===== config.mk =====
export PLATFORM = sky130hd
export DESIGN_NAME = dds_phase_acc_mc
export DESIGN_NICKNAME = d
export VERILOG_FILES = /design/src/rtl/dds_pkg.sv /design/src/rtl/dds_acc_channel.sv /design/src/rtl/dds_phase_acc_mc.sv
export SDC_FILE = /design/constraint.sdc
export NUM_CORES = 1
export LEC_CHECK = 0
export BUFFER_PORTS_ARGS = -buffer_cell sky130_fd_sc_hd__buf_2
export CORE_MARGIN = 8
export CORE_UTILIZATION = 26
export DETAILED_ROUTE_END_ITERATION = 8
export PLACE_DENSITY_LB_ADDON = 0.08
export SYNTH_ARGS = -nofsm -noshare
export SYNTH_HDL_FRONTEND = slang
export SYNTH_SLANG_ARGS = --single-unit

===== constraint.sdc =====
create_clock -name iclk -period 14.8 [get_ports iclk]
set_input_delay 2.96 -clock iclk [delete_from_list [all_inputs] [get_ports iclk]]
set_output_delay 2.96 -clock iclk [all_outputs]
set_load 0.02 [all_outputs]

===== src/rtl/dds_pkg.sv =====
// Shared constants, FSM encoding and helpers for the multi-channel DDS phase accumulator.
package dds_pkg;

  localparam logic SEL_FTW = 1'b0;
  localparam logic SEL_POW = 1'b1;

  typedef enum logic {
    ST_IDLE  = 1'b0,
    ST_DIRTY = 1'b1
  } state_t;

  // Fibonacci right-shift LFSR, x^16+x^14+x^13+x^11+1 -> feedback from bits 0,2,3,5
  localparam logic [15:0] LFSR_SEED = 16'hACE1;
  localparam logic [15:0] LFSR_TAPS = 16'h002D;

  function automatic int clog2_min1(input int n);
    int r;
    r = 0;
    for (int i = 0; i < 31; i++) begin
      if ((1 << i) < n) r = i + 1;
    end
    return (r < 1) ? 1 : r;
  endfunction

endpackage


===== src/rtl/dds_acc_channel.sv =====
// One DDS channel: shadow/active FTW+POW, phase accumulator, wrap pulse and ROM address register.
// DDS_PHASE_DITHER_EN adds a per-channel dither word below the address LSB before truncation.
module dds_acc_channel
  import dds_pkg::*;
#(
  parameter int ACC_W  = 32,
  parameter int ADDR_W = 11,
  parameter int BY_W   = 2,
`ifdef DDS_PHASE_DITHER_EN
  parameter int DITH_W = 16,
`endif
  parameter logic [ACC_W-1:0] FTW_RST = {{(ACC_W-1){1'b0}}, 1'b1}
) (
  input  logic              iclk,
  input  logic              irst,
  input  logic              i_we,
  input  logic              i_sel,
  input  logic [BY_W-1:0]   i_byte,
  input  logic [7:0]        idata,
  input  logic              iupdate,
  input  logic              iphase_clr,
  input  logic              ien,
`ifdef DDS_PHASE_DITHER_EN
  input  logic [DITH_W-1:0] i_dither,
`endif
  output logic [ADDR_W-1:0] o_addr,
  output logic              o_wrap
);

  localparam int NBYTES = ACC_W / 8;

  logic [ACC_W-1:0]  r_ftw_sh;
  logic [ACC_W-1:0]  r_pow_sh;
  logic [ACC_W-1:0]  r_ftw_act;
  logic [ACC_W-1:0]  r_pow_act;
  logic [ACC_W-1:0]  r_acc;
  logic [ADDR_W-1:0] r_addr;
  logic              r_wrap;
  logic [ACC_W:0]    w_sum;
  logic [ADDR_W-1:0] w_addr_next;

  assign w_sum = {1'b0, r_acc} + {1'b0, r_ftw_act};

`ifdef DDS_PHASE_DITHER_EN
  assign w_addr_next = ADDR_W'((r_acc + r_pow_act + {{(ACC_W-DITH_W){1'b0}}, i_dither})
                               >> (ACC_W - ADDR_W));
`else
  assign w_addr_next = ADDR_W'((r_acc + r_pow_act) >> (ACC_W - ADDR_W));
`endif

  // Nonblocking copy means a same-cycle write lands in the shadow after the active copy.
  always_ff @(posedge iclk or posedge irst) begin
    if (irst) begin
      r_ftw_sh  <= FTW_RST;
      r_pow_sh  <= '0;
      r_ftw_act <= FTW_RST;
      r_pow_act <= '0;
    end else begin
      if (iupdate) begin
        r_ftw_act <= r_ftw_sh;
        r_pow_act <= r_pow_sh;
      end
      for (int b = 0; b < NBYTES; b++) begin
        if (i_we && (i_byte == BY_W'(b))) begin
          if (i_sel == SEL_FTW) r_ftw_sh[b*8 +: 8] <= idata;
          else                  r_pow_sh[b*8 +: 8] <= idata;
        end
      end
    end
  end

  always_ff @(posedge iclk or posedge irst) begin
    if (irst) begin
      r_acc  <= '0;
      r_wrap <= 1'b0;
      r_addr <= '0;
    end else begin
      r_addr <= w_addr_next;
      if (iphase_clr) begin
        r_acc  <= '0;
        r_wrap <= 1'b0;
      end else if (ien) begin
        r_acc  <= w_sum[ACC_W-1:0];
        r_wrap <= w_sum[ACC_W];
      end else begin
        r_wrap <= 1'b0;
      end
    end
  end

  assign o_addr = r_addr;
  assign o_wrap = r_wrap;

endmodule


===== src/rtl/dds_phase_acc_mc.sv =====
// Multi-channel DDS phase accumulator: byte-serial shadow writes, global coherent update, per-channel ROM address.
// Optional DDS_PHASE_DITHER_EN: 16-bit LFSR dither added below the address LSB before truncation.
module dds_phase_acc_mc
  import dds_pkg::*;
#(
  parameter int CH_NUM = 2,
  parameter int ACC_W  = 32,
  parameter int ADDR_W = 11,
  parameter logic [ACC_W-1:0] FTW_RST = {{(ACC_W-1){1'b0}}, 1'b1},
  localparam int CH_W  = clog2_min1(CH_NUM),
  localparam int BY_W  = clog2_min1(ACC_W / 8)
) (
  input  logic                     iclk,
  input  logic                     irst,
  input  logic                     iwr,
  input  logic [CH_W+BY_W:0]       iaddr,
  input  logic [7:0]               idata,
  input  logic                     iupdate,
  input  logic                     iphase_clr,
  input  logic                     ien,
  output logic [CH_NUM*ADDR_W-1:0] oaddr,
  output logic [CH_NUM-1:0]        owrap,
  output logic                     opending
);

  localparam int NBYTES = ACC_W / 8;

  logic [CH_W-1:0] w_ch;
  logic            w_sel;
  logic [BY_W-1:0] w_byte;
  logic            w_wr_ok;
  state_t          r_state;
  state_t          w_state_next;

  assign w_ch    = iaddr[BY_W+1 +: CH_W];
  assign w_sel   = iaddr[BY_W];
  assign w_byte  = iaddr[BY_W-1:0];
  assign w_wr_ok = iwr && (32'(w_ch) < 32'(CH_NUM)) && (32'(w_byte) < 32'(NBYTES));

  always_ff @(posedge iclk or posedge irst) begin
    if (irst) r_state <= ST_IDLE;
    else      r_state <= w_state_next;
  end

  // A write always wins over a same-cycle update, so the pending flag stays set.
  always_comb begin
    w_state_next = r_state;
    case (r_state)
      ST_IDLE:  if (w_wr_ok) w_state_next = ST_DIRTY;
      ST_DIRTY: if (!w_wr_ok && iupdate) w_state_next = ST_IDLE;
      default:  w_state_next = ST_IDLE;
    endcase
  end

  assign opending = (r_state == ST_DIRTY);

`ifdef DDS_PHASE_DITHER_EN
  localparam int DITH_W = ((ACC_W - ADDR_W) < 16) ? (ACC_W - ADDR_W) : 16;

  logic [15:0] r_lfsr;

  always_ff @(posedge iclk or posedge irst) begin
    if (irst) r_lfsr <= LFSR_SEED;
    else      r_lfsr <= {^(r_lfsr & LFSR_TAPS), r_lfsr[15:1]};
  end
`endif

  genvar gi;
  generate
    for (gi = 0; gi < CH_NUM; gi++) begin : g_ch
      logic w_we;
      assign w_we = w_wr_ok && (w_ch == CH_W'(gi));

      dds_acc_channel #(
        .ACC_W   (ACC_W),
        .ADDR_W  (ADDR_W),
        .BY_W    (BY_W),
`ifdef DDS_PHASE_DITHER_EN
        .DITH_W  (DITH_W),
`endif
        .FTW_RST (FTW_RST)
      ) u_ch (
        .iclk       (iclk),
        .irst       (irst),
        .i_we       (w_we),
        .i_sel      (w_sel),
        .i_byte     (w_byte),
        .idata      (idata),
        .iupdate    (iupdate),
        .iphase_clr (iphase_clr),
        .ien        (ien),
`ifdef DDS_PHASE_DITHER_EN
        .i_dither   (DITH_W'((r_lfsr << (gi % 16)) | (r_lfsr >> ((16 - (gi % 16)) % 16)))),
`endif
        .o_addr     (oaddr[gi*ADDR_W +: ADDR_W]),
        .o_wrap     (owrap[gi])
      );
    end
  endgenerate

endmodule

# Word level (Yosys, flattened, before mapping)
# Index checks and enable logic that the tools add are counted.
# classes
eq_ne,3
mul,0
shifts,0
bitwise,3
add_sub_neg,4
n_lt_le_gt_ge,0
n_mux,11
n_reduce_logical,30
div_mod_pow,0
# ops
operator,count
$mux 32,4
$add 32x32->33,2
$add 32x32->32,2
$reduce_and 2->1,16
$logic_and 1x1->1,11
$mux 1,6
$eq 2x2->1 const B,2
$not 1->1,3
$eq 2x1->1 const B,1
$logic_not 2->1,1
$pmux 1 s2,1
$reduce_bool 2->1,1
$logic_not 1->1,1
# word_totals
n_memories,0
elab_cells,78
mem_bits_rw,0
romBits,0
output_inout_bits,25
input_bits,18
latch_bits,0
register_bits,345

# Logic depth before layout (Yosys ltp)
# Gate-level depths: netlist of run 1.
# depth
depth_word,4
mapped_depth,12
ltp_nobuf,12

# Cells and area by module
# A second synthesis of run 1 with hierarchy kept.
# hier_totals
cells_unflattened,1640
area_unflattened_um2,18736.7
# modules_own_cells
mod,area_each_um2,seq_area_each_um2,instances,cells_per_inst
dds_acc_channel (g_ch[0].u_ch),9586.7,4306.6,1,863
dds_acc_channel (g_ch[1].u_ch),9093.7,4306.6,1,771
dds_phase_acc_mc,56.3,25.0,1,6

# Least setup slack after synthesis of run 1
# Ideal clock, no wire load.
# synth_timing
path_type,input port to flip-flop
start,in iupdate
end,reg g_ch[0].u_ch.r_pow_act[10]
required_ns,14.675
setup_time_ns,0.125
t_arrival_ns,4.098
slack_ns,10.577
stages,4
n_path_buf,3
cell_sequence,clkbuf_1 clkbuf_1 clkbuf_1 mux2_2
# synth_rtl
element,line_no,source
"start, declared",dds_phase_acc_mc.sv:18,"input logic iupdate,"
"end signal, assigned",dds_acc_channel.sv:61,r_pow_act <= r_pow_sh;
"end, declared",dds_acc_channel.sv:35,logic [ACC_W-1:0] r_pow_act;
# No word-level cell between the ends.

==> results of run 1 <==
-- registers in the layout, summed over array words and instances, names as in the netlist --
register	count
g_ch.u_ch.r_ftw_act	64
opending	1
g_ch.u_ch.r_pow_sh	64
g_ch.u_ch.r_pow_act	64
g_ch.u_ch.o_addr	22
g_ch.u_ch.r_acc	64
g_ch.u_ch.o_wrap	2
g_ch.u_ch.r_ftw_sh	64
-- worst paths after layout --
| check | from | endpoint | slack (ns) | depth (start not counted) |
|---|---|---|---|---|
| setup / recovery | irst | g_ch[1].u_ch.r_pow_act[3]$_DFFE_PP0P_ | 9.35 | 5 |
| hold / removal | opending$_DFF_PP0_ | opending$_DFF_PP0_ | 0.47 | 1 |
| setup reg to reg | g_ch[1].u_ch.r_acc[2]$_DFFE_PP0P_ | g_ch[1].u_ch.o_addr[10]$_DFF_PP0_ | 11.20 | 10 |
| hold reg to reg | opending$_DFF_PP0_ | opending$_DFF_PP0_ | 0.47 | 1 |
| max in group iclk | ien | g_ch[0].u_ch.r_acc[22]$_DFFE_PP0P_ | 10.09 | 7 |
| min in group asynchronous | irst | g_ch[0].u_ch.r_pow_sh[25]$_DFFE_PP0P_ | 2.46 | 2 |
-- metrics by stage --
step / worst slack (ns) / power [W] / area [um^2]
finish: 9.35 / 0.00361 / 20300
global route: 8.78 / 0.00389 / 20300
CTS: 9.09 / 0.00369 / 20300
detailed placement: 8.47 / 0.00258 / 18900
global placement: 8.54 / 0.00256 / 18900
floorplan: 2.28 / 0.00225 / 17700
-- Yosys cell counts, drive strengths merged, types with 25 or more instances --
cell type and instances:
nor2 118, inv 42, nand2 55, nand3 36, o21ai 47, xnor2 29
ha 124, mux2i 28, mux2 254, xor2 25, dfrtp 341, a21o 31
clkbuf 44, a21oi 76
-- cell families (layout without fill, tap and decap cells) --
logic type / count (synthesis) / count (layout) / synth area share (%)
simple gates: 321 / 321 / 8.57
compound gates: 291 / 291 / 11.2
fa+ha+maj: 126 / 126 / 8.98
flops: 345 / 345 / 48.7
xor+xnor: 54 / 54 / 2.67
other cells: 0 / 2 / 0
buf+inv: 100 / 169 / 2.16
mux: 282 / 282 / 17.7
-- worst reg2reg max path: cells and delay by family (launching register included) --
kind,cells,cell delay (ns)
compound gates,9,2.76
fa+ha+maj,1,0.33
flops,1,0.41
-- power by group --
group	switching, W	internal, W	total [W]
logic	0.000641	0.000532	0.00117
clock network	0.000412	0.000660	0.00107
registers	0.000164	0.00121	0.00137
total	0.00122	0.00240	0.00361
-- per-layer routing --
metal / global-route usage [%] / vias up / routed length (um)
li1: - / 5643 / -
met1: 17.6 / 5970 / 24000
met2: 20.4 / 153 / 22400
met3: 2.52 / 70 / 1770
met4: 3.49 / 4 / 1100
met5: 0 / - / 26
-- cell type report --
| cell class | count | area, um^2 | area share [%] |
|---|---|---|---|
| flip-flops and latches | 345 | 8640 | 42.5 |
| clock inverters | 5 | 100 | 0.492 |
| inverters | 43 | 169 | 0.831 |
| diodes | 2 | 5.00 | 0.0246 |
| clock buffers | 69 | 1330 | 6.52 |
| multi-input cells | 1074 | 8710 | 42.8 |
| well taps | 873 | 1090 | 5.37 |
| repair buffers | 52 | 294 | 1.45 |
==> results.yml, run 1 <==
worst_setup_path:
  path_class: "input port to async pin"
  critical_path_buf_inv_count: 5
  crit_fanout: 96
  max_stage_delay_ns: 0.83
  cpMaxStageDelayCell: "buf_4"
  critPathMostFrequentCell: "buf_4"
  critPathTopFamily: "buffers and inverters"
  cp.arrival_ns: 6.00
  worstPathRequired_ns: 15.35
  worstSetupStartpointType: "input port"
  end_kind: "async pin"
  crit_chain: "buf_2, inv_8, buf_4, buf_4, buf_4"
drt:
  first_pass_iters: 5
  antenna_left: 0
  drc: 0
  drtIter0Drc: 606
  vias_per_cell: 4.81
  wirelength_um: 49200
  vias: 11800
  route.detailed.wl_per_inst_um: 20.0
cts:
  clk_pin_slew_ns: 0.06
  h-tree-depth: 2
  cts-root-buf: "clkbuf_16"
  cts_tree: "done"
  cts.path.max_buffers: 3
  ctsResizeCount: 0
  postCtsSetupBuffers: 0
  clkLatencyLatePin_ns: 0.58
  numCtsBuffers: 43
  hold_buffers: 0
  clock_sinks: 345
floorplan:
  io_pins: 43
  chipWidth_um: 277
  num_rows: 95
  die_h_um: 277
  core_um2: 67400
  start_util_pct: 26.3
  dieArea_um2: 76800
layout:
  mostFrequentLayoutCell: "dfrtp_1"
  finalNonFillerCells: 2463
  fill_cells: 6866
  area_growth_pct: 14.7
  final_nets: 1703
  layout-drive-gt1-share_pct: 24.2
  finish.utilization_pct: 30.2
  final_cell_mix: "dfrtp_1 (341), mux2_2 (254), ha_1 (124)"
logic_synthesis:
  synth_area_leaders: "dfrtp_1 (48%), mux2_2 (16%), ha_1 (8.7%)"
  syn_area_um2: 17700
  ys.flop_type: "dfrtp_1"
  yosysTopAreaCell: "dfrtp_1"
  postSynthAreaPerCell_um2: 11.7
  seq_area_frac_synth_pct: 48.7
  async_reset_ff_share_pct: 100
  synth_nets: 1663
  netlist.area_leader.share_pct: 48.1
  synth-edff-count: 0
  ys_warn_count: 0
  synth.distinct_cells: 72
  synth-seq-cells: 345
  netlist_instances: 1519
sta:
  max_freq_mhz: 184
  tightest_slew_ns: 1.09
  setup_viol: 0
  rsz0062_at_grt: "no"
  slew_viol_final: 0
  min_period_ns: 5.45
  min_period_over_period_pct: 36.8
  fin_skew_ns: 0.0259
  slew-limit-headroom_pct: 26.9
  tns_ns: 0
  hold_ws_ns: 0.474
  hold_violations: 0
global_routing:
  antenna_found_initial: 8
  grt-ovfl-total: 0
  grt_max_degree: 97
  grt_pass1_vias: 12200
  grt_pass1_wl_um: 76600
  grt.total_usage_pct: 12.8
placement:
  port_buffers: 42
  place.gp.congestion: 0.782
  dp_hpwl_um: 32000
  dp.cells: 2387
outcome:
  status: "finished, final reports clean"
pwr:
  vdd_drop_max_v: 0.0000702
  power.leakage_nw: 9.24
  powerDensity_nw_per_um2: 178
flow_run:
  max_cap_viol_count: 0
hold_path:
  min_path_type: "register to register"
Note: power is estimated with default switching activity, not from simulation.
==> inputs of run 2 (changes only) <==
--- a/config.mk
+++ b/config.mk
@@ -5,6 +5,7 @@
 export SDC_FILE = /design/constraint.sdc
 export NUM_CORES = 1
 export LEC_CHECK = 0
+export ABC_AREA = 1
 export BUFFER_PORTS_ARGS = -buffer_cell sky130_fd_sc_hd__buf_2
 export CORE_MARGIN = 8
 export CORE_UTILIZATION = 26
==> constraint.sdc (replaced) <==
create_clock -name iclk -period 4.4 [get_ports iclk]
set_input_delay 0.88 -clock iclk [delete_from_list [all_inputs] [get_ports iclk]]
set_output_delay 0.88 -clock iclk [all_outputs]
set_load 0.02 [all_outputs]
==> results.yml, run 2 <==
drt:
  antenna_left: 0
  vias_per_cell: 4.44
  route.detailed.wl_per_inst_um: 17.9
  wirelength_um: 68600
  drtIter0Drc: 869
  first_pass_iters: 5
  vias: 17000
  drc: 0
global_routing:
  grt-ovfl-total: 0
  grt_pass1_vias: 17400
  antenna_found_initial: 8
  grt_max_degree: 76
  grt_pass1_wl_um: 105000
  grt.total_usage_pct: 15.3
cts:
  hold_buffers: 0
  cts-root-buf: "clkbuf_16"
  h-tree-depth: 2
  postCtsSetupBuffers: 0
  cts_tree: "done"
  clock_sinks: 345
  clkLatencyLatePin_ns: 0.59
  cts.path.max_buffers: 3
  ctsResizeCount: 0
  clk_pin_slew_ns: 0.06
  numCtsBuffers: 45
sta:
  max_freq_mhz: 384
  hold_violations: 0
  tightest_slew_ns: 0.954
  slew-limit-headroom_pct: 36.3
  slew_viol_final: 0
  setup_viol: 0
  min_period_over_period_pct: 59.2
  rsz0062_at_grt: "no"
  hold_ws_ns: 0.478
  min_period_ns: 2.61
  fin_skew_ns: 0.0148
layout:
  area_growth_pct: 14.4
  final_nets: 2881
  layout-drive-gt1-share_pct: 13.5
  mostFrequentLayoutCell: "nand2_1"
  final_cell_mix: "nand2_1 (921), dfrtp_1 (341), inv_1 (334)"
placement:
  dp_hpwl_um: 50600
  place.gp.congestion: 0.833
  port_buffers: 42
logic_synthesis:
  async_reset_ff_share_pct: 100
  netlist.area_leader.share_pct: 41.1
  synth-seq-cells: 345
  synth_nets: 2830
  yosysTopAreaCell: "dfrtp_1"
  synth-edff-count: 0
  synth_area_leaders: "dfrtp_1 (41%), nand2_1 (17%), ha_1 (7.5%)"
  syn_area_um2: 20800
  postSynthAreaPerCell_um2: 7.73
  synth.most_common_cell: "nand2_1"
  netlist_instances: 2686
  seq_area_frac_synth_pct: 41.6
  ys.flop_type: "dfrtp_1"
  yosys-top-cells-count: "nand2_1 (921), inv_1 (342), dfrtp_1 (341), nor2_1 (168), mux2_2 (126)"
  ys_warn_count: 0
  synth.distinct_cells: 46
worst_setup_path:
  worstPathRequired_ns: 4.85
  end_kind: "register"
  crit_fanout: 5
  cp.arrival_ns: 3.06
  worstSetupStartpointType: "register"
  path_class: "register to register"
floorplan:
  dieArea_um2: 89200
  chipWidth_um: 299
  core_um2: 79000
  num_rows: 103
  die_h_um: 299
  start_util_pct: 26.3
  io_pins: 43
pwr:
  power_w: 0.0120
  power_switching_w: 0.00435
  p_seq_share_pct: 37.3
  clockPowerShare_pct: 33.1
  power.leakage_nw: 12.4
  switching_share_pct: 36.3
  p_comb_share_pct: 29.6
  p_int_w: 0.00763
  vdd_drop_max_v: 0.000292
  powerDensity_nw_per_um2: 504
outcome:
  status: "finished, final reports clean"
hold_path:
  min_path_type: "register to register"
flow_run:
  max_cap_viol_count: 0
run 2: worst paths after layout:
| kind | endpoint | from | depth (start not counted) | slack (ns) |
|---|---|---|---|---|
| hold / removal | g_ch[0].u_ch.r_ftw_act[1]$_DFFE_PP0P_ | g_ch[0].u_ch.r_ftw_sh[1]$_DFFE_PP0P_ | 2 | 0.48 |
| max in group asynchronous | g_ch[1].u_ch.r_pow_act[29]$_DFFE_PP0P_ | irst | 3 | 2.93 |
| hold reg to reg | g_ch[0].u_ch.r_ftw_act[1]$_DFFE_PP0P_ | g_ch[0].u_ch.r_ftw_sh[1]$_DFFE_PP0P_ | 2 | 0.48 |
| setup reg to reg | g_ch[0].u_ch.o_wrap$_DFF_PP0_ | g_ch[0].u_ch.r_ftw_act[0]$_DFFE_PP1P_ | 12 | 1.79 |
| min in group asynchronous | g_ch[1].u_ch.r_pow_sh[2]$_DFFE_PP0P_ | irst | 2 | 0.49 |
| setup / recovery | g_ch[0].u_ch.o_wrap$_DFF_PP0_ | g_ch[0].u_ch.r_ftw_act[0]$_DFFE_PP1P_ | 12 | 1.79 |
run 2: layout make-up:
class | instances | area, um^2
well taps | 1050 | 1310
clock buffers | 55 | 1240
diodes | 1 | 2.50
flip-flops and latches | 345 | 8640
multi-input cells | 1938 | 10500
fillers | 8503 | 55200
repair buffers | 58 | 399
inverters | 349 | 1310
clock inverters | 28 | 349
run 2: layer usage:
layer | GRT usage, % | share of wire [%] | up-vias
li1 | - | - | 8714
met1 | 19.7 | 45 | 7967
met2 | 27.0 | 49 | 231
met3 | 1.87 | 3.5 | 73
met4 | 3.59 | 1.9 | 2
met5 | 0 | 0.019 | -
run 2: logic make-up after synthesis:
family                     share of synthesized area [%]
muxes                                               6.83
DFF                                                 41.6
xor gates and xnor gates                           0.127
and+or+nand+nor                                     26.3
AOI/OAI and AO/OA                                   9.61
adders and majority gates                           7.66
buffers and inverters                               7.86
run 2: per-stage QoR:
step                setup TNS (ns)  utilization, %  cell area (um^2)  instances  setup WS [ns]
floorplan                  -372.78               -             20800       2686          -1.09
global placement                 0            28.1             22200       3740           1.77
detailed placement               0            28.1             22200       3740           1.80
CTS                              0            30.1             23800       3823           1.76
global route                     0            30.1             23800       3823           1.62
finish                           0            30.1             23800       3824           1.79
run 2: power by group through the flow:
stage	clock network, W	logic, W	registers (W)
finish	0.00397	0.00355	0.00446
global route	0.00424	0.00405	0.00457
CTS	0.00412	0.00361	0.00448
detailed placement	0	0.00359	0.00453
global placement	0	0.00357	0.00453
floorplan	0	0.00252	0.00438
run 2: critical path, cell delays in order (launching register included):
cell	delay (ns)
dfstp_2	0.54
ha_1	0.24
inv_1	0.08
fa_1	0.36
inv_1	0.15
nand3_1	0.09
nand3_1	0.15
nand2_1	0.07
nand2_1	0.19
nand2_1	0.14
nand3_2	0.12
nand2_1	0.06
a21oi_1	0.28
==> inputs of run 3 (changes only) <==
==> constraint.sdc (replaced) <==
create_clock -name iclk -period 2.55 [get_ports iclk]
set_input_delay 0.51 -clock iclk [delete_from_list [all_inputs] [get_ports iclk]]
set_output_delay 0.51 -clock iclk [all_outputs]
set_load 0.02 [all_outputs]
==> results.yml, run 3 (same netlist as run 2, synthesis figures left out) <==
worst_setup_path:
  path_class: "register to register"
  cpMaxStageDelayCell: "dfstp_2"
  rr_endpoint: "g_ch[1].u_ch.r_acc[24]$_DFFE_PP0P_"
  worstPathRequired_ns: 3.02
  max_stage_delay_ns: 0.53
  end_kind: "register"
  worstSetupStartpointType: "register"
  reg2reg_from: "g_ch[1].u_ch.r_ftw_act[0]$_DFFE_PP1P_"
  crit_chain: "ha_1, inv_1, fa_1, inv_1, nand2_1, o21ai_2, nand2_1, nand2_1, nand2_1, nand3_2, nand2_1, nand3_1, nand2_1"
  crit_fanout: 4
  critPathMostFrequentCell: "nand2_1"
  critPathTopFamily: "simple AND/OR/NAND/NOR gates"
  critical_path_buf_inv_count: 2
  cp.arrival_ns: 2.73
  reg2reg_depth: 13
  ff2ff_setup_slack_ns: 0.29
cts:
  cts_tree: "done"
  numCtsBuffers: 46
  cts-root-buf: "clkbuf_16"
  ctsResizeCount: 0
  h-tree-depth: 2
  clock_sinks: 345
  clk_pin_slew_ns: 0.06
  clkLatencyLatePin_ns: 0.58
  cts.path.max_buffers: 3
global_routing:
  grt-ovfl-total: 0
  antenna_found_initial: 6
  grt.total_usage_pct: 15.7
  grt_max_degree: 89
  grt_pass1_vias: 17800
  grt_pass1_wl_um: 108000
hold_path:
  hp-start: "iwr"
  hold_depth: 3
  min_path_type: "input port to register"
  worstHoldEndpoint: "opending$_DFF_PP0_"
sta:
  hold_violations: 0
  slew-limit-headroom_pct: 59.9
  rsz0062_at_grt: "no"
  tns_ns: 0
  tightest_slew_ns: 0.599
  max_freq_mhz: 442
  setup_viol: 0
  min_period_ns: 2.26
  slew_viol_final: 0
  fin_skew_ns: 0.0245
  min_period_over_period_pct: 88.8
drt:
  route.detailed.wl_per_inst_um: 18.2
  first_pass_iters: 5
  drtIter0Drc: 918
  vias: 17200
  drc: 0
  vias_per_cell: 4.48
  antenna_left: 0
  wirelength_um: 70000
floorplan:
  die_h_um: 299
  dieArea_um2: 89200
  start_util_pct: 26.3
  chipWidth_um: 299
  num_rows: 103
  io_pins: 43
  core_um2: 79000
layout:
  fill_cells: 8484
  final_nets: 2904
  final_cell_mix: "nand2_1 (921), inv_1 (341), dfrtp_1 (341)"
  mostFrequentLayoutCell: "nand2_1"
  layout-drive-gt1-share_pct: 14.0
  area_growth_pct: 15.3
pwr:
  power_switching_w: 0.00754
  clockPowerShare_pct: 32.7
  powerDensity_nw_per_um2: 860
  p_seq_share_pct: 37.3
  p_comb_share_pct: 30.0
  power.leakage_nw: 12.6
  p_int_w: 0.0131
  vdd_drop_max_v: 0.000432
  switching_share_pct: 36.6
  power_w: 0.0206
outcome:
  status: "finished, final reports clean"
placement:
  port_buffers: 42
  dp_hpwl_um: 51700
  place.gp.congestion: 0.841
flow_run:
  max_cap_viol_count: 0
## run 3: cell types whose count changed in the layout (fill, tap and decap cells not counted), sizes merged
cell / previous run / this run
inv: 349 / 350
clkinvlp: 9 / 8
buf: 58 / 79
clkinv: 12 / 14
bufinv: 7 / 5
dlygate4sd3: 0 / 1
## run 3: final cells by class
type	instances	area [um^2]	share of cell area (%)
clock inverter	28	305	1.27
timing repair buffer	80	604	2.52
sequential	345	8640	36.1
clock buffer	55	1260	5.25
multi-input combinational	1938	10500	43.9
antenna	1	2.50	0.0104
tap	1050	1310	5.49
inverter	349	1310	5.49
## run 3: worst max path at each step
stage	start	endpoint	slack, ns	cells after the start
global route	g_ch[1].u_ch.r_ftw_act[0]$_DFFE_PP1P_	g_ch[1].u_ch.r_acc[16]$_DFFE_PP0P_	0.05	13
CTS	g_ch[1].u_ch.r_ftw_act[0]$_DFFE_PP1P_	g_ch[1].u_ch.r_acc[24]$_DFFE_PP0P_	0.27	13
finish	g_ch[1].u_ch.r_ftw_act[0]$_DFFE_PP1P_	g_ch[1].u_ch.r_acc[24]$_DFFE_PP0P_	0.29	13
floorplan	irst	g_ch[0].u_ch.o_addr[0]$_DFF_PP0_	-2.57	1
detailed placement	g_ch[1].u_ch.r_ftw_act[0]$_DFFE_PP1P_	g_ch[1].u_ch.r_acc[24]$_DFFE_PP0P_	0.30	13
global placement	g_ch[0].u_ch.r_ftw_act[0]$_DFFE_PP1P_	g_ch[0].u_ch.r_acc[28]$_DFFE_PP0P_	0.28	13
## run 3: per-stage QoR
stage	worst slack, ns	hold WS, ns	util [%]	instances	instance area [um^2]
2_1_floorplan	-2.57	0.448	-	2686	20800
3_3_place_gp	0.281	0.460	28.3	3761	22400
3_5_place_dp	0.297	0.465	28.3	3761	22400
4_1_cts	0.267	0.118	30.3	3845	23900
5_1_grt	0.0458	0.165	30.3	3845	23900
6_report	0.286	0.165	30.3	3846	23900
## run 3: worst register-to-register path, cell delays in order (launching register included)
cell and delay, ns:
dfstp_2 0.53, ha_1 0.21, inv_1 0.07, fa_1 0.36, inv_1 0.11, nand2_1 0.09, o21ai_2 0.20, nand2_1 0.08
nand2_1 0.15, nand2_1 0.11, nand3_2 0.09, nand2_1 0.05, nand3_1 0.07, nand2_1 0.05
## run 3: repair_timing
action	in CTS	in global routing
hold endpoints to repair	5	0
hold buffers	1	0
setup buffers	0	0
## run 3: power by group through the flow
stage / sequential [W] / clock, W / combinational, W
5_1_grt: 0.00787 / 0.00721 / 0.00705
4_1_cts: 0.00773 / 0.00701 / 0.00629
3_5_place_dp: 0.00781 / 0 / 0.00625
2_1_floorplan: 0.00756 / 0 / 0.00435
6_report: 0.00769 / 0.00673 / 0.00619
3_3_place_gp: 0.00780 / 0 / 0.00624
## run 3: metal layers
layer,vias to the layer above,part of all wire (%),wire [um],global-route usage (%)
li1,8779,-,-,-
met1,8115,46,31900,19.9
met2,238,49,34100,27.6
met3,90,2.9,2020,2.02
met4,0,2.9,2050,4.64
met5,-,0,0,0
